## src/rtl/dac_sweep_pkg.sv

```systemverilog
// Shared encodings, FSM states and arithmetic helpers for the DAC sweep generator.
package dac_sweep_pkg;

  localparam logic [1:0] MODE_UP   = 2'b00;
  localparam logic [1:0] MODE_DOWN = 2'b01;
  localparam logic [1:0] MODE_TRI  = 2'b10;

  typedef enum logic [2:0] {
    ST_IDLE, ST_LOAD, ST_WRITE, ST_DWELL, ST_NEXT, ST_DONE
  } state_t;

  function automatic int word_w(input int data_w);
    return 4 + data_w;
  endfunction

  function automatic int ch_w(input int num_ch);
    return (num_ch > 1) ? $clog2(num_ch) : 1;
  endfunction

  // One extra bit of headroom, clamped to [0, top].
  function automatic logic [31:0] sat_step(input logic [31:0] code, input logic [31:0] step,
                                           input logic sub, input logic [31:0] top);
    logic [32:0] sum;
    if (sub) begin
      sum = (step > code) ? 33'd0 : ({1'b0, code} - {1'b0, step});
    end else begin
      sum = {1'b0, code} + {1'b0, step};
      if (sum > {1'b0, top}) sum = {1'b0, top};
    end
    return sum[31:0];
  endfunction

endpackage

```

## src/rtl/spi_dac_tx.sv

```systemverilog
// Mode-0 SPI word serializer: MSB first, SCK half-period of SckHalf clocks,
// enforced chip-select gap; eow_o pulses once the gap has elapsed.
module spi_dac_tx #(
  parameter int WordW   = 16,
  parameter int SckHalf = 4
) (
  input  logic             clk_i,
  input  logic             rst_i,
  input  logic             strw_i,
  input  logic [WordW-1:0] din_i,
  output logic             mosi_o,
  output logic             sck_o,
  output logic             cs_o,
  output logic             eow_o
);

  localparam int DivW = $clog2(2 * SckHalf + 1);
  localparam int BitW = $clog2(WordW + 1);

  typedef enum logic [2:0] {TX_IDLE, TX_LOW, TX_HIGH, TX_TRAIL, TX_GAP} tx_t;

  tx_t              st;
  logic [DivW-1:0]  div;
  logic [BitW-1:0]  nbit;
  logic [WordW-1:0] sreg;
  logic             half_end, gap_end;

  assign half_end = (div == DivW'(SckHalf - 1));
  assign gap_end  = (div == DivW'(2 * SckHalf - 1));
  assign mosi_o   = sreg[WordW-1];

  always_ff @(posedge clk_i) begin
    if (!rst_i) begin
      st    <= TX_IDLE;
      div   <= '0;
      nbit  <= '0;
      sreg  <= '0;
      sck_o <= 1'b0;
      cs_o  <= 1'b1;
      eow_o <= 1'b0;
    end else begin
      eow_o <= 1'b0;
      case (st)
        TX_IDLE: if (strw_i) begin
          cs_o <= 1'b0;
          sreg <= din_i;
          div  <= '0;
          nbit <= '0;
          st   <= TX_LOW;
        end
        TX_LOW: if (half_end) begin
          div   <= '0;
          sck_o <= 1'b1;
          st    <= TX_HIGH;
        end else div <= div + DivW'(1);
        // data advances on the falling edge so it is stable across the rise
        TX_HIGH: if (half_end) begin
          div   <= '0;
          sck_o <= 1'b0;
          sreg  <= {sreg[WordW-2:0], 1'b0};
          if (nbit == BitW'(WordW - 1)) st <= TX_TRAIL;
          else begin
            nbit <= nbit + BitW'(1);
            st   <= TX_LOW;
          end
        end else div <= div + DivW'(1);
        TX_TRAIL: if (half_end) begin
          div  <= '0;
          cs_o <= 1'b1;
          st   <= TX_GAP;
        end else div <= div + DivW'(1);
        TX_GAP: if (gap_end) begin
          div   <= '0;
          eow_o <= 1'b1;
          st    <= TX_IDLE;
        end else div <= div + DivW'(1);
        default: st <= TX_IDLE;
      endcase
    end
  end

endmodule

```

## src/rtl/dac_sweep_gen.sv

```systemverilog
// Multi-channel staircase sweep generator: walks a programmed code sequence and
// writes every point to each enabled DAC channel over SPI.
module dac_sweep_gen
  import dac_sweep_pkg::*;
#(
  parameter int DataWidth  = 12,
  parameter int NumCh      = 2,
  parameter int CountWidth = 8,
  parameter int DwellWidth = 29,
  parameter int SckHalf    = 4
) (
  input  logic                     clk_i,
  input  logic                     rst_i,
  input  logic                     start_i,
  input  logic                     abort_i,
  input  logic [DataWidth-1:0]     start_code_i,
  input  logic [DataWidth-1:0]     step_i,
  input  logic [CountWidth-1:0]    nsteps_i,
  input  logic [DwellWidth-1:0]    dwell_i,
  input  logic [1:0]               mode_i,
  input  logic [NumCh-1:0]         ch_mask_i,
  input  logic [3-ch_w(NumCh):0]   cfg_i,
  output logic                     mosi_o,
  output logic                     sck_o,
  output logic                     cs_o,
  output logic                     busy_o,
  output logic [DataWidth-1:0]     code_o,
  output logic                     step_o,
  output logic                     eov_o
);

  localparam int WordW = word_w(DataWidth);
  localparam int ChW   = ch_w(NumCh);

  state_t                state;
  logic [1:0]            mode_q;
  logic [DataWidth-1:0]  step_q, nxt_code;
  logic [DwellWidth-1:0] dwell_q, dcnt;
  logic [NumCh-1:0]      mask_q;
  logic [3-ChW:0]        cfg_q;
  logic [CountWidth:0]   cnt;
  logic [CountWidth-1:0] half_q;
  logic [ChW-1:0]        ch, first_ch, nxt_ch;
  logic                  has_nxt, inflight, abort_pend, go_down, strw, eow;
  logic [WordW-1:0]      din;

  // Lowest enabled channel, and lowest enabled channel above the current one.
  always_comb begin
    first_ch = '0;
    nxt_ch   = '0;
    has_nxt  = 1'b0;
    for (int n = NumCh - 1; n >= 0; n--) begin
      if (mask_q[n]) first_ch = ChW'(n);
      if (mask_q[n] && n > int'(ch)) begin
        nxt_ch  = ChW'(n);
        has_nxt = 1'b1;
      end
    end
  end

  // Triangle climbs while more than half of the doubled count remains.
  always_comb begin
    case (mode_q)
      MODE_UP:   go_down = 1'b0;
      MODE_DOWN: go_down = 1'b1;
      MODE_TRI:  go_down = (cnt <= {1'b0, half_q});
      default:   go_down = 1'b0;
    endcase
  end

  assign nxt_code = DataWidth'(sat_step(32'(code_o), 32'(step_q), go_down,
                                        32'({DataWidth{1'b1}})));
  assign din      = {ch, cfg_q, code_o};
  assign strw     = (state == ST_WRITE) && !inflight;
  assign busy_o   = (state != ST_IDLE);

  spi_dac_tx #(.WordW(WordW), .SckHalf(SckHalf)) u_tx (
    .clk_i  (clk_i),
    .rst_i  (rst_i),
    .strw_i (strw),
    .din_i  (din),
    .mosi_o (mosi_o),
    .sck_o  (sck_o),
    .cs_o   (cs_o),
    .eow_o  (eow)
  );

  always_ff @(posedge clk_i) begin
    if (!rst_i) begin
      state      <= ST_IDLE;
      mode_q     <= MODE_UP;
      step_q     <= '0;
      dwell_q    <= '0;
      dcnt       <= '0;
      mask_q     <= '0;
      cfg_q      <= '0;
      cnt        <= '0;
      half_q     <= '0;
      ch         <= '0;
      inflight   <= 1'b0;
      abort_pend <= 1'b0;
      code_o     <= '0;
      step_o     <= 1'b0;
      eov_o      <= 1'b0;
    end else begin
      step_o <= 1'b0;
      eov_o  <= 1'b0;
      case (state)
        ST_IDLE: if (start_i && !abort_i && (ch_mask_i != '0)) begin
          mode_q     <= mode_i;
          step_q     <= step_i;
          dwell_q    <= (dwell_i == '0) ? DwellWidth'(1) : dwell_i;
          mask_q     <= ch_mask_i;
          cfg_q      <= cfg_i;
          code_o     <= start_code_i;
          half_q     <= nsteps_i;
          cnt        <= (mode_i == MODE_TRI) ? {nsteps_i, 1'b0} : {1'b0, nsteps_i};
          abort_pend <= 1'b0;
          state      <= ST_LOAD;
        end
        ST_LOAD: begin
          ch         <= first_ch;
          inflight   <= 1'b0;
          abort_pend <= abort_i;
          state      <= ST_WRITE;
        end
        ST_WRITE: begin
          if (strw) inflight <= 1'b1;
          if (abort_i) abort_pend <= 1'b1;
          // an abort only takes effect once the word on the wire is finished
          if (eow) begin
            if (abort_pend || abort_i) state <= ST_IDLE;
            else if (has_nxt) begin
              ch       <= nxt_ch;
              inflight <= 1'b0;
            end else begin
              dcnt   <= '0;
              step_o <= 1'b1;
              state  <= ST_DWELL;
            end
          end
        end
        ST_DWELL: begin
          if (abort_i) state <= ST_IDLE;
          else if (dcnt == dwell_q - DwellWidth'(1)) state <= ST_NEXT;
          else dcnt <= dcnt + DwellWidth'(1);
        end
        ST_NEXT: begin
          if (abort_i) state <= ST_IDLE;
          else if (cnt == '0) begin
            eov_o <= 1'b1;
            state <= ST_DONE;
          end else begin
            cnt      <= cnt - (CountWidth + 1)'(1);
            code_o   <= nxt_code;
            ch       <= first_ch;
            inflight <= 1'b0;
            state    <= ST_WRITE;
          end
        end
        ST_DONE: state <= ST_IDLE;
        default: state <= ST_IDLE;
      endcase
    end
  end

endmodule

```

## config.mk

```make
export PLATFORM = sky130hd
export DESIGN_NAME = dac_sweep_gen
export DESIGN_NICKNAME = d
export VERILOG_FILES = /design/src/rtl/dac_sweep_pkg.sv /design/src/rtl/spi_dac_tx.sv /design/src/rtl/dac_sweep_gen.sv
export SDC_FILE = /design/constraint.sdc
export NUM_CORES = 1
export LEC_CHECK = 0
export ABC_AREA = 0
export CORE_ASPECT_RATIO = 1.75
export CORE_MARGIN = 1.5
export CORE_UTILIZATION = 55
export CTS_BUF_LIST = sky130_fd_sc_hd__clkbuf_8
export CTS_CLUSTER_SIZE = 30
export DETAILED_ROUTE_END_ITERATION = 8
export MAX_ROUTING_LAYER = met4
export PLACE_DENSITY = 0.77
export SYNTH_ARGS = -nofsm -noshare
export SYNTH_HDL_FRONTEND = slang
export SYNTH_SLANG_ARGS = --single-unit
```

## constraint.sdc

```tcl
create_clock -name clk_i -period 5.9 [get_ports clk_i]
set_input_delay 0.885 -clock clk_i [delete_from_list [all_inputs] [get_ports clk_i]]
set_output_delay 0.885 -clock clk_i [all_outputs]
set_load 0.05 [all_outputs]
```

### Word level (Yosys, flattened, before mapping)

Cells that the tools add are included.

| word-level totals | value |
|---|---|
| output and inout port bits | 18 |
| input port bits | 72 |
| register bits after elaboration | 145 |
| word-level logic and storage cells | 182 |

| cells by class | value |
|---|---|
| multiplexer cells | 74 |
| reduce and logical (&&, ||, !) cells | 38 |
| $add $sub $neg | 7 |
| equality and inequality tests | 33 |
| magnitude comparators | 4 |
| bitwise operators | 4 |

Operator list:

| kind | count |
|---|---|
| $mux 29 | 6 |
| $mux 12 | 6 |
| $pmux 29 s2 | 1 |
| $mux 3 | 13 |
| $mux 9 | 4 |
| $mux 16 | 2 |
| $pmux 16 s2 | 1 |
| $pmux 3 s5 | 2 |
| $add 29x1->29 const B | 1 |
| $eq 29x29->1 | 1 |
| $logic_not 29->1 | 1 |
| $sub 29x1->29 const B | 1 |
| $pmux 12 s2 | 1 |
| $mux 1 | 22 |
| $ne 2x2->1 const B | 11 |
| $pmux 9 s2 | 1 |
| $mux 5 | 3 |
| $reduce_and 3->1 | 5 |
| $add 12x12->13 | 1 |
| $gt 13x12->1 const B | 1 |
| $eq 3x2->1 const B | 4 |
| $gt 12x12->1 | 1 |
| $mux 4 | 3 |
| $pmux 4 s3 | 1 |
| other kinds (34) | 67 |

### Depth between registers and ports, before layout

Gate-level depths: netlist of the first run.

| logic depth | value |
|---|---|
| word-level depth | 7 |
| depth in mapped cells | 13 |
| gate-level depth less buffers | 13 |

### By module

A second synthesis of the first run with hierarchy kept.

| unflattened totals | value |
|---|---|
| cell total of the unflattened synthesis | 1152 |
| area total of the unflattened synthesis | 9033.7 um^2 |

Modules (own cells, without submodules):

| module | area each (um^2) | times used | cells each | seq. area each (um^2) |
|---|---|---|---|---|
| dac_sweep_gen | 7408.4 | 1 | 975 | 2282.2 |
| spi_dac_tx | 1625.3 | 1 | 177 | 620.6 |

### Worst setup path after synthesis of the first run

Ideal clock, no wire load.

| path | value |
|---|---|
| kind | register to register |
| from | register dwell_q[9] |
| to | register state[2] |
| data required time | 5830 ps |
| slack | 2500 ps |
| arrival time | 3330 ps |
| clock period less this slack | 3400 ps |
| cell stages (with the launch flop) | 12 |
| library setup time | 70 ps |
| cells stage by stage | dfxtp_1 or4_1 buf_2 or4_4 buf_6 a2111oi_4 o22ai_1 or4_1 or4_1 nor4b_2 nand3_1 a21oi_1 |

| between the ends | value |
|---|---|
| cells in the longest elaborated chain, start to end | 4 |

RTL lines:

| element | RTL line | RTL |
|---|---|---|
| start: declaration | dac_sweep_gen.sv:38 | `logic [DwellWidth-1:0] dwell_q, dcnt;` |
| start signal: assignment | dac_sweep_gen.sv:112 | `dwell_q <= (dwell_i == '0) ? DwellWidth'(1) : dwell_i;` |
| $sub 29x1->29 | dac_sweep_gen.sv:145 | `else if (dcnt == dwell_q - DwellWidth'(1)) state <= ST_NEXT;` |
| $eq 29x29->1 | dac_sweep_gen.sv:145 |  |
| $ne 3x3->1 (no source line) | - |  |
| $reduce_and 4->1 (no source line) | - |  |
| end signal: assignment | dac_sweep_gen.sv:144 | `if (abort_i) state <= ST_IDLE;` |
| end signal: assignment | dac_sweep_gen.sv:145 |  |
| end signal: assignment | dac_sweep_gen.sv:149 | `if (abort_i) state <= ST_IDLE;` |
| end: declaration | dac_sweep_gen.sv:35 | `state_t state;` |

No other way between the ends.
A chain may end at the register's enable or synchronous reset.

### Worst setup path after layout of the first run

| path | value |
|---|---|
| from | register dwell_q[0] |
| to | register dcnt[22] |

| between the ends | value |
|---|---|
| cells in the longest elaborated chain, start to end | 4 |

RTL lines:

| element | RTL line | RTL |
|---|---|---|
| $sub 29x1->29 | dac_sweep_gen.sv:145 |  |
| $eq 29x29->1 | dac_sweep_gen.sv:145 |  |
| $ne 2x2->1 (no source line) | - |  |
| $reduce_and 6->1 (no source line) | - |  |
| end signal: assignment | dac_sweep_gen.sv:146 | `else dcnt <= dcnt + DwellWidth'(1);` |
| end: declaration | dac_sweep_gen.sv:38 |  |

No other way between the ends.

==> results of run 1 <==
-- cells in the final DEF (no fill, tap or decap), types with 5 or more instances in the layout --
cell type        instances
a31oi_1                 19
nor4_1                  23
o211ai_1                 7
xor2_1                  32
clkdlybuf4s50_1         89
a211oi_1                 7
nand2b_1                12
mux2i_1                  7
ha_1                    40
or2_2                   11
dfxtp_1                145
and3_1                   9
or4_1                    9
clkbuf_8                20
nor2b_1                 10
a21oi_1                118
nand3_1                 38
nand4_1                 21
nand3b_1                 5
nand2_1                199
bufinv_16                5
o21ai_0                 39
o22ai_1                  9
or3_1                   18
nor3_1                  39
a21o_1                   9
nor2_1                 102
a311oi_1                18
xnor2_1                 32
buf_4                    9
inv_1                   55
o31ai_1                  6
-- through the flow --
| stage | instances | cell area, µm² | setup WS [ns] | util [%] |
|---|---|---|---|---|
| finish | 1447 | 10300 | 1.45 | 65.2 |
| global route | 1447 | 10300 | 1.02 | 65.2 |
| CTS | 1447 | 10300 | 1.48 | 65.2 |
| detailed placement | 1417 | 9890 | 1.50 | 62.3 |
| global placement | 1417 | 9890 | 1.65 | 62.3 |
| floorplan | 1196 | 8950 | 2.50 | - |
-- area by class of cell --
type | count | area (µm²)
multi-input cells | 930 | 5580
well taps | 189 | 236
flip-flops and latches | 145 | 2900
repair buffers | 98 | 958
fillers | 1441 | 5530
clock buffers | 20 | 275
clock inverters | 10 | 183
inverters | 55 | 208
-- metal layers --
layer | share of wire (%) | track usage, %
met3 | 4.0 | 4.63
met4 | 5.9 | 19.7
met1 | 37 | 29.6
met5 | 0 | -
met2 | 53 | 54.7
-- cells by family (layout without fill, tap and decap cells) --
family | count (synthesis) | after routing | share of synthesized area [%]
adders and majority gates | 43 | 43 | 6.15
buffers and inverters | 121 | 183 | 5.34
muxes | 10 | 10 | 1.16
and+or+nand+nor | 525 | 525 | 28.1
xor gates and xnor gates | 64 | 64 | 6.26
AOI/OAI and AO/OA | 288 | 288 | 20.5
DFF | 145 | 145 | 32.4
-- tightest hold or removal path, delay by kind of cell, from the launching register on --
kind             cells  cell delay (ns)
AO/OA/AOI/OAI        1             0.05
flip-flops           1             0.32
AND/OR/NAND/NOR      1             0.05
-- path summary, 6_finish.rpt --
kind / from / endpoint / slack (ns) / cells past startpoint
setup / recovery: dwell_q[0]$_SDFFE_PN0P_ / dcnt[22]$_SDFFE_PN0P_ / 1.45 / 11
hold / removal: half_q[1]$_SDFFE_PN0P_ / half_q[1]$_SDFFE_PN0P_ / 0.46 / 2
setup reg to reg: dwell_q[0]$_SDFFE_PN0P_ / dcnt[22]$_SDFFE_PN0P_ / 1.45 / 11
hold reg to reg: half_q[1]$_SDFFE_PN0P_ / half_q[1]$_SDFFE_PN0P_ / 0.46 / 2
-- flip-flops by register name, indices dropped and copies added (netlist names), 5 cells and up --
| name | count |
|---|---|
| step_q | 12 |
| half_q | 8 |
| cnt | 9 |
| dcnt | 29 |
| dwell_q | 29 |
| u_tx.sreg | 16 |
| u_tx.nbit | 5 |
| code_o | 12 |
-- power by group --
group	total [µW]	internal, µW	leakage (µW)	switching, µW
Clock	918	532	0.000229	386
Combinational	743	307	0.00244	437
Sequential	1120	1040	0.00118	72.7
Total	2780	1880	0.00385	896
==> results.sh, run 1 <==
export IMPL_postCtsSetupBuffers=0
export IMPL_min_path_type="reg -> reg"
export IMPL_synth_common_cells="199 x nand2_1, 145 x dfxtp_1, 118 x a21oi_1, 103 x nor2_1, 58 x clkbuf_1"
export IMPL_crit_path_end_kind="register"
export IMPL_crit_type="reg -> reg"
export IMPL_start_util_pct=56.4
export IMPL_min_period_over_period_pct=75.5
export IMPL_htreeDepth=4
export IMPL_relSlewSlack_pct=21.6
export IMPL_cts_tree="done"
export IMPL_clk_latency_ns=0.46
export IMPL_vias=8801
export IMPL_grt_max_degree=64
export IMPL_synth_nets=1310
export IMPL_cts_hold_buf=0
export IMPL_num_io_pins=90
export IMPL_drive_above_1_share_pct=5.64
export IMPL_critical_path_cell_chain="inv_1 -> ha_1 -> or4b_1 -> or4_4 -> nor4_1 -> o22ai_1 -> nor4b_1 -> nand4_1 -> nand2_1 -> o21ai_0 -> a21oi_1"
export IMPL_critPathBufInv=1
export IMPL_crit_family="simple AND/OR/NAND/NOR gates"
export IMPL_cp_max_fo=19
export IMPL_ys_seq_area_share_pct=32.4
export IMPL_num_antenna_cells=0
export IMPL_clk_root_buffer_cell="clkbuf_8"
export IMPL_worst_ep_arrival_time_ns=4.83
export IMPL_gr_total_overflow=0
export IMPL_drc=0
export IMPL_critPathRequiredTime_ns=6.28
export IMPL_p_leak_uw=0.00385
export IMPL_cts_sinks=145
export IMPL_yosys_warnings=0
export IMPL_period_minus_slack_ns=4.45
export IMPL_setup_violations=0
export IMPL_die_h_um=172
export IMPL_synth_most_common_cell="nand2_1"
export IMPL_synth_edff_count=0
export IMPL_worst_pin_slew_ns=1.17
export IMPL_dr_pass1_iters=5
export IMPL_netlist_area_leader_share_pct=32.4
export IMPL_row_count=61
export IMPL_grt_antenna_before_repair=0
export IMPL_syn_area_per_cell_um2=7.48
export IMPL_cp_slowest_stage_delay_ns=0.73
export IMPL_gp_congestion=0.988
export IMPL_syn_to_final_growth_pct=15.6
export IMPL_wl_per_cell_um=17.0
export IMPL_grt_pass1_vias=8444
export IMPL_synth_top_cells_by_area="dfxtp_1 32%, nand2_1 8.3%, a21oi_1 6.6%, ha_1 5.6%, nor2_1 4.3%"
export IMPL_critPathSlowestCell="nand4_1"
export IMPL_grt_pass1_wl_um=39700
export IMPL_powerDensity_nw_per_um2=268
export IMPL_clk_pin_slew_ns=0.08
export IMPL_final_hold_violation_count=0
export IMPL_synthDistinctLibCells=79
export IMPL_grt_usage_pct=30.2
export IMPL_outcome="complete, no violations"
export IMPL_async_flop_share_pct=0
export IMPL_synthCells=1196
export IMPL_yosysTopAreaCell="dfxtp_1"
export IMPL_cts_buffer_depth=2
export IMPL_irDropWorstVdd_uv=194
export IMPL_hpwl_um=18000
export IMPL_wl_um=24600
export IMPL_max_freq_ghz=0.225
export IMPL_final_setup_tns_ns=0
export IMPL_clock_skew_final_ns=0.0192
export IMPL_vias_per_cell=6.08
export IMPL_ys_ff_latch=145
export IMPL_syn_area_um2=8950
export IMPL_port_buffers=89
export IMPL_final_antenna_net_count=0
export IMPL_slew_viol_final=0
export IMPL_cap_viol_max_count=0
export IMPL_detail_route_iter0_violations=460
export IMPL_synth_flop_cell="dfxtp_1"
export IMPL_coreArea_um2=15900
export IMPL_final_nets=1361
export IMPL_holdWs_ns=0.458
export IMPL_rsz0062_at_grt="false"
export IMPL_dieArea_um2=17100
export IMPL_cts_inserted_buffers=17
export IMPL_p_total_uw=2780
export IMPL_worstSetupStartpointType="register"
export IMPL_cts_resized=0
export IMPL_die_w_um=99.4
Power figures use the tool's default switching activity.
==> run 2, diff against run 1 <==
Clock period 5.9 ns to 4.3 ns, I/O delays scaled along.
==> run 2 against run 1 <==
- die area did not move
- utilization rose by 0.24 points
- sequential share of layout area fell by 0.10 points
- power rose by 35%
- flip-flop and latch count did not move
- clock power rose by 29%
- worst hold slack improved by 0.00072 ns
- cell area rose by 0.36%
- count of clock-buffer cells in the layout fell by 1
- register-to-register slack got worse by 0.79 ns
- critical endpoint is now state[2]$_SDFFE_PN0P_
- largest cell class unchanged
==> results.sh, run 2 (synthesis gave the netlist of run 1 again) <==
export IMPL_syn_to_final_growth_pct=16.1
export IMPL_grt_pass1_vias=8459
export IMPL_clk_latency_ns=0.46
export IMPL_min_period_over_period_pct=84.6
export IMPL_dr_pass1_iters=5
export IMPL_cpMostUsedCell="or4_1"
export IMPL_setup_violations=0
export IMPL_min_path_type="reg -> reg"
export IMPL_clock_skew_final_ns=0.0208
export IMPL_cts_buffer_depth=2
export IMPL_row_count=61
export IMPL_postCtsSetupBuffers=0
export IMPL_cap_viol_max_count=0
export IMPL_worst_pin_slew_ns=1.15
export IMPL_multiInputGateArea_um2=5580
export IMPL_clk_pin_slew_ns=0.08
export IMPL_vias_per_cell=6.11
export IMPL_fill_cells=1421
export IMPL_grt_max_degree=83
export IMPL_critPathRequiredTime_ns=4.68
export IMPL_final_hold_violation_count=0
export IMPL_grt_usage_pct=30.4
export IMPL_critical_path_cell_chain="or4_1 -> or4_4 -> nor4_1 -> o22ai_1 -> or4_1 -> or4_1 -> nor4b_2 -> nand3_1 -> a21oi_1"
export IMPL_crit_family="simple AND/OR/NAND/NOR gates"
export IMPL_final_setup_tns_ns=0
export IMPL_relSlewSlack_pct=23.0
export IMPL_start_util_pct=56.4
export IMPL_largestRegisters="dcnt (29), dwell_q (29), u_tx.sreg (16)"
export IMPL_irDropWorstVdd_uv=200
export IMPL_powerDensity_nw_per_um2=362
export IMPL_final_antenna_net_count=0
export IMPL_grt_pass1_wl_um=40100
export IMPL_p_total_uw=3760
export IMPL_die_w_um=99.4
export IMPL_cts_tree="done"
export IMPL_coreArea_um2=15900
export IMPL_period_minus_slack_ns=3.64
export IMPL_gp_congestion=0.993
export IMPL_slew_viol_final=0
export IMPL_worstSetupStartpointType="register"
export IMPL_clk_root_buffer_cell="clkbuf_8"
export IMPL_place_area_um2=9960
export IMPL_gr_total_overflow=0
export IMPL_regArea_um2=2900
export IMPL_outcome="complete, no violations"
export IMPL_grt_antenna_before_repair=0
export IMPL_cp_slowest_stage_delay_ns=0.73
export IMPL_num_io_pins=90
export IMPL_final_cell_mix="199 x nand2_1, 145 x dfxtp_1, 118 x a21oi_1"
export IMPL_wl_per_cell_um=17.3
export IMPL_htreeDepth=4
export IMPL_num_antenna_cells=0
export IMPL_drive_above_1_share_pct=6.31
export IMPL_port_buffers=89
export IMPL_layout_commonest_cell="nand2_1"
export IMPL_cts_inserted_buffers=17
export IMPL_fin_cells=1457
export IMPL_place_inst=1426
export IMPL_max_freq_ghz=0.275
export IMPL_critPathSlowestCell="or4_1"
export IMPL_cts_resized=0
export IMPL_crit_path_end_kind="register"
export IMPL_detail_route_iter0_violations=465
export IMPL_crit_type="reg -> reg"
export IMPL_hpwl_um=18300
export IMPL_dieArea_um2=17100
export IMPL_critPathBufInv=0
export IMPL_die_h_um=172
export IMPL_cts_sinks=145
export IMPL_cts_hold_buf=0
export IMPL_wl_um=25200
export IMPL_final_area_um2=10400
export IMPL_cp_max_fo=10
export IMPL_postLayoutCoreUtil_pct=65.4
export IMPL_drc=0
export IMPL_worst_ep_arrival_time_ns=4.02
export IMPL_final_nets=1370
export IMPL_p_leak_uw=0.00388
export IMPL_vias=8905
export IMPL_rsz0062_at_grt="false"
[run 2: cell types whose count changed in the layout (fill, tap and decap cells not counted), sizes merged]
cell | previous run | this run
buf | 9 | 18
clkbuf | 20 | 19
bufinv | 5 | 4
clkinv | 2 | 5
[run 2: stage by stage]
step | setup slack [ns] | hold WS (ns)
2_1_floorplan | 0.900 | 0.433
3_3_place_gp | 0.714 | 0.444
3_5_place_dp | 0.677 | 0.448
4_1_cts | 0.655 | 0.459
5_1_grt | 0.441 | 0.475
6_report | 0.663 | 0.459
[run 2: where the power goes]
part | internal (µW) | switching [µW] | total (µW) | leakage [µW]
Sequential | 1430 | 93.0 | 1520 | 0.00118
Combinational | 432 | 618 | 1050 | 0.00249
Clock | 653 | 531 | 1180 | 0.000220
[run 2: layout make-up]
type	instances	share of cell area [%]
clock buffers	19	2.52
clock inverters	12	1.60
inverters	55	2.00
multi-input cells	930	53.8
flip-flops and latches	145	28.0
well taps	189	2.28
repair buffers	107	9.88
[run 2: layer usage]
layer  GRT usage (%)  part of all wire (%)  vias to the layer above  wire length [µm]
li1                -                     -                     4360                 -
met1            30.2                    37                     4209              9260
met2            57.4                    55                      260             13900
met3            3.33                   3.6                       76               900
met4            16.1                   4.3                        0              1090
met5               -                     0                        -                 0
[run 2: worst register-to-register path, delay by kind of cell (launching register included)]
kind,cells,cell delay [ns]
and+or+nand+nor,7,2.94
AOI/OAI and AO/OA,2,0.27
DFF,1,0.37
[run 2: final timing paths]
path / start / end / slack [ns] / cells after the start
worst max-delay path: dwell_q[2]$_SDFFE_PN0P_ / state[2]$_SDFFE_PN0P_ / 0.66 / 9
worst min-delay path: cfg_q[2]$_SDFFE_PN0P_ / cfg_q[2]$_SDFFE_PN0P_ / 0.46 / 2
worst max register to register: dwell_q[2]$_SDFFE_PN0P_ / state[2]$_SDFFE_PN0P_ / 0.66 / 9
worst min register to register: cfg_q[2]$_SDFFE_PN0P_ / cfg_q[2]$_SDFFE_PN0P_ / 0.46 / 2
==> run 3, diff against run 2 <==
Settings changed: CORE_UTILIZATION 55 to 54, PLACE_DENSITY 0.77 to 0.79.
Clock period 4.3 ns to 3.1 ns, I/O delays scaled along.
==> run 3 against run 2 <==
- the flow now finishes with violations (setup timing)
- clock skew hardly changed
- die area is 1.8% higher
- largest cell class unchanged
- power is 51% higher
- clock power is 44% higher
- via count is 7.5% higher
- cell area is 12% higher
- first-iteration DRC count is 9.9% lower
- combinational power is 78% higher
- register-to-register slack worse by 1.0 ns
- non-clock buffer count is 92 higher
- sequential share of layout area is 2.9 points lower
==> results.sh, run 3 (synthesis gave the netlist of run 1 again) <==
export IMPL_die_h_um=173
export IMPL_drive_above_1_share_pct=17.8
export IMPL_hold_path_end="half_q[7]$_SDFFE_PN0P_"
export IMPL_critPathRequiredTime_ns=3.50
export IMPL_holdWs_ns=0.458
export IMPL_top_layer="met4"
export IMPL_hp_start="half_q[7]$_SDFFE_PN0P_"
export IMPL_max_freq_ghz=0.290
export IMPL_cts_inserted_buffers=17
export IMPL_crit_reg2reg_launch="dwell_q[0]$_SDFFE_PN0P_"
export IMPL_grt_pass1_vias=9497
export IMPL_setup_violations=31
export IMPL_p_leak_uw=0.00444
export IMPL_r2r_cells=11
export IMPL_fin_cells=1554
export IMPL_worst_pin_slew_ns=1.18
export IMPL_final_nets=1463
export IMPL_critPathSlowestCell="or4_4"
export IMPL_postLayoutCoreUtil_pct=71.3
export IMPL_final_cell_mix="194 x nand2_1, 140 x dfxtp_1, 111 x a21oi_1"
export IMPL_min_path_type="reg -> reg"
export IMPL_crit_family="simple AND/OR/NAND/NOR gates"
export IMPL_clk_pin_slew_ns=0.09
export IMPL_grt_max_degree=64
export IMPL_final_area_um2=11600
export IMPL_met3_length_um=1240
export IMPL_num_io_pins=90
export IMPL_htreeDepth=4
export IMPL_rrSetupSlack_ns=-0.35
export IMPL_irDropWorstVdd_uv=315
export IMPL_dr_pass1_iters=5
export IMPL_critPathBufInv=1
export IMPL_crit_path_end_kind="register"
export IMPL_gr_total_overflow=0
export IMPL_syn_to_final_growth_pct=29.9
export IMPL_clock_skew_final_ns=0.0212
export IMPL_die_w_um=100
export IMPL_critical_path_cell_chain="inv_2 -> ha_4 -> or4b_4 -> or4_4 -> nor4_4 -> xnor2_1 -> or4_1 -> or4_4 -> nor4b_4 -> nand3_1 -> a21oi_1"
export IMPL_period_minus_slack_ns=3.45
export IMPL_setup_ws_ns=-0.348
export IMPL_grt_antenna_before_repair=0
export IMPL_drc=0
export IMPL_wl_met2_um=15300
export IMPL_dieArea_um2=17400
export IMPL_final_antenna_net_count=0
export IMPL_final_hold_violation_count=0
export IMPL_p_int_uw=3760
export IMPL_clk_latency_ns=0.47
export IMPL_rsz0062_at_grt="true"
export IMPL_cts_sinks=145
export IMPL_min_path_cells=2
export IMPL_r2r_end="state[2]$_SDFFE_PN0P_"
export IMPL_worstSetupStartpointType="register"
export IMPL_wl_um=28100
export IMPL_place_area_um2=10600
export IMPL_cap_viol_max_count=0
export IMPL_slew_viol_final=0
export IMPL_gp_congestion=1.05
export IMPL_comb_power_share_pct=33.1
export IMPL_violations="setup timing"
export IMPL_vias=9572
export IMPL_cpMostUsedCell="or4_4"
export IMPL_sequentialPowerShare_pct=37.0
export IMPL_cp_slowest_stage_delay_ns=0.51
export IMPL_coreArea_um2=16300
export IMPL_worst_ep_arrival_time_ns=3.85
export IMPL_relSlewSlack_pct=21.4
export IMPL_powerDensity_nw_per_um2=488
export IMPL_hpwl_um=20100
export IMPL_clk_root_buffer_cell="clkbuf_8"
export IMPL_cts_tree="done"
export IMPL_largestRegisters="dcnt (29), dwell_q (29), u_tx.sreg (16)"
export IMPL_vias_per_cell=6.16
export IMPL_detail_route_iter0_violations=419
export IMPL_min_period_over_period_pct=111
export IMPL_cp_max_fo=5
export IMPL_num_antenna_cells=0
export IMPL_port_buffers=89
export IMPL_crit_type="reg -> reg"
export IMPL_place_inst=1505
export IMPL_clkPwrFrac_pct=30.0
export IMPL_grt_usage_pct=33.1
export IMPL_switching_share_pct=33.7
export IMPL_switchingPower_uw=1910
export IMPL_row_count=62
export IMPL_outcome="complete, but fails checks"
export IMPL_grt_pass1_wl_um=44500
export IMPL_layout_commonest_cell="nand2_1"
export IMPL_start_util_pct=54.9
export IMPL_cts_buffer_depth=2
export IMPL_met1_length_um=9810
export IMPL_wl_per_cell_um=18.1
## run 3: layout make-up
| class | instances | area, µm² |
|---|---|---|
| timing repair buffer | 199 | 1790 |
| clock inverter | 13 | 185 |
| tap | 192 | 240 |
| fill | 1309 | 4670 |
| clock buffer | 19 | 262 |
| multi-input combinational | 931 | 6030 |
| sequential | 145 | 2910 |
| inverter | 55 | 208 |
## run 3: worst max path at each step
| stage | startpoint | endpoint | slack, ns | cells past startpoint |
|---|---|---|---|---|
| after floorplan | dwell_q[12]$_SDFFE_PN0P_ | state[2]$_SDFFE_PN0P_ | -0.21 | 11 |
| after global placement | dwell_q[12]$_SDFFE_PN0P_ | state[2]$_SDFFE_PN0P_ | -0.27 | 9 |
| after detailed placement | dwell_q[12]$_SDFFE_PN0P_ | state[2]$_SDFFE_PN0P_ | -0.40 | 11 |
| after CTS | dwell_q[12]$_SDFFE_PN0P_ | state[2]$_SDFFE_PN0P_ | -0.32 | 9 |
| after global routing | dwell_q[0]$_SDFFE_PN0P_ | state[2]$_SDFFE_PN0P_ | -0.45 | 9 |
| final | dwell_q[0]$_SDFFE_PN0P_ | state[2]$_SDFFE_PN0P_ | -0.35 | 11 |
## run 3: metrics by stage
| stage | setup TNS [ns] | total power [µW] | worst slack, ns |
|---|---|---|---|
| global route | -7.96 | 5910 | -0.449 |
| finish | -5.28 | 5670 | -0.348 |
| CTS | -5.05 | 5590 | -0.324 |
| global placement | -1.90 | 3790 | -0.274 |
| floorplan | -0.722 | 3200 | -0.210 |
| detailed placement | -3.58 | 3820 | -0.400 |
## run 3: power by group through the flow
stage	Sequential, µW	Clock [µW]	Combinational [µW]
2_1_floorplan	2160	0	1030
3_3_place_gp	2130	0	1660
3_5_place_dp	2130	0	1690
4_1_cts	2090	1720	1780
5_1_grt	2110	1780	2020
6_report	2090	1700	1870
## run 3: worst reg2reg max path, cell delays in order (launching register included)
cell and delay (ns):
dfxtp_2 0.34, inv_2 0.08, ha_4 0.13, or4b_4 0.45, or4_4 0.51, nor4_4 0.18, xnor2_1 0.13, or4_1 0.52
or4_4 0.50, nor4b_4 0.30, nand3_1 0.12, a21oi_1 0.13
## run 3: metal layers
layer,vias up,track usage (%)
met1,4573,31.4
li1,4557,-
met2,328,60.4
met5,-,-
met3,114,4.64
met4,0,21.8
## run 3: timing repair
| item | 4_1_cts | 5_1_grt |
|---|---|---|
| setup buffers | 12 | 10 |
| pin swaps | 11 | 26 |
| gates resized for setup | 31 | 69 |
| hold buffers | 0 | 0 |
| gates cloned | 1 | 1 |
| endpoints found under the setup margin | 34 | 45 |
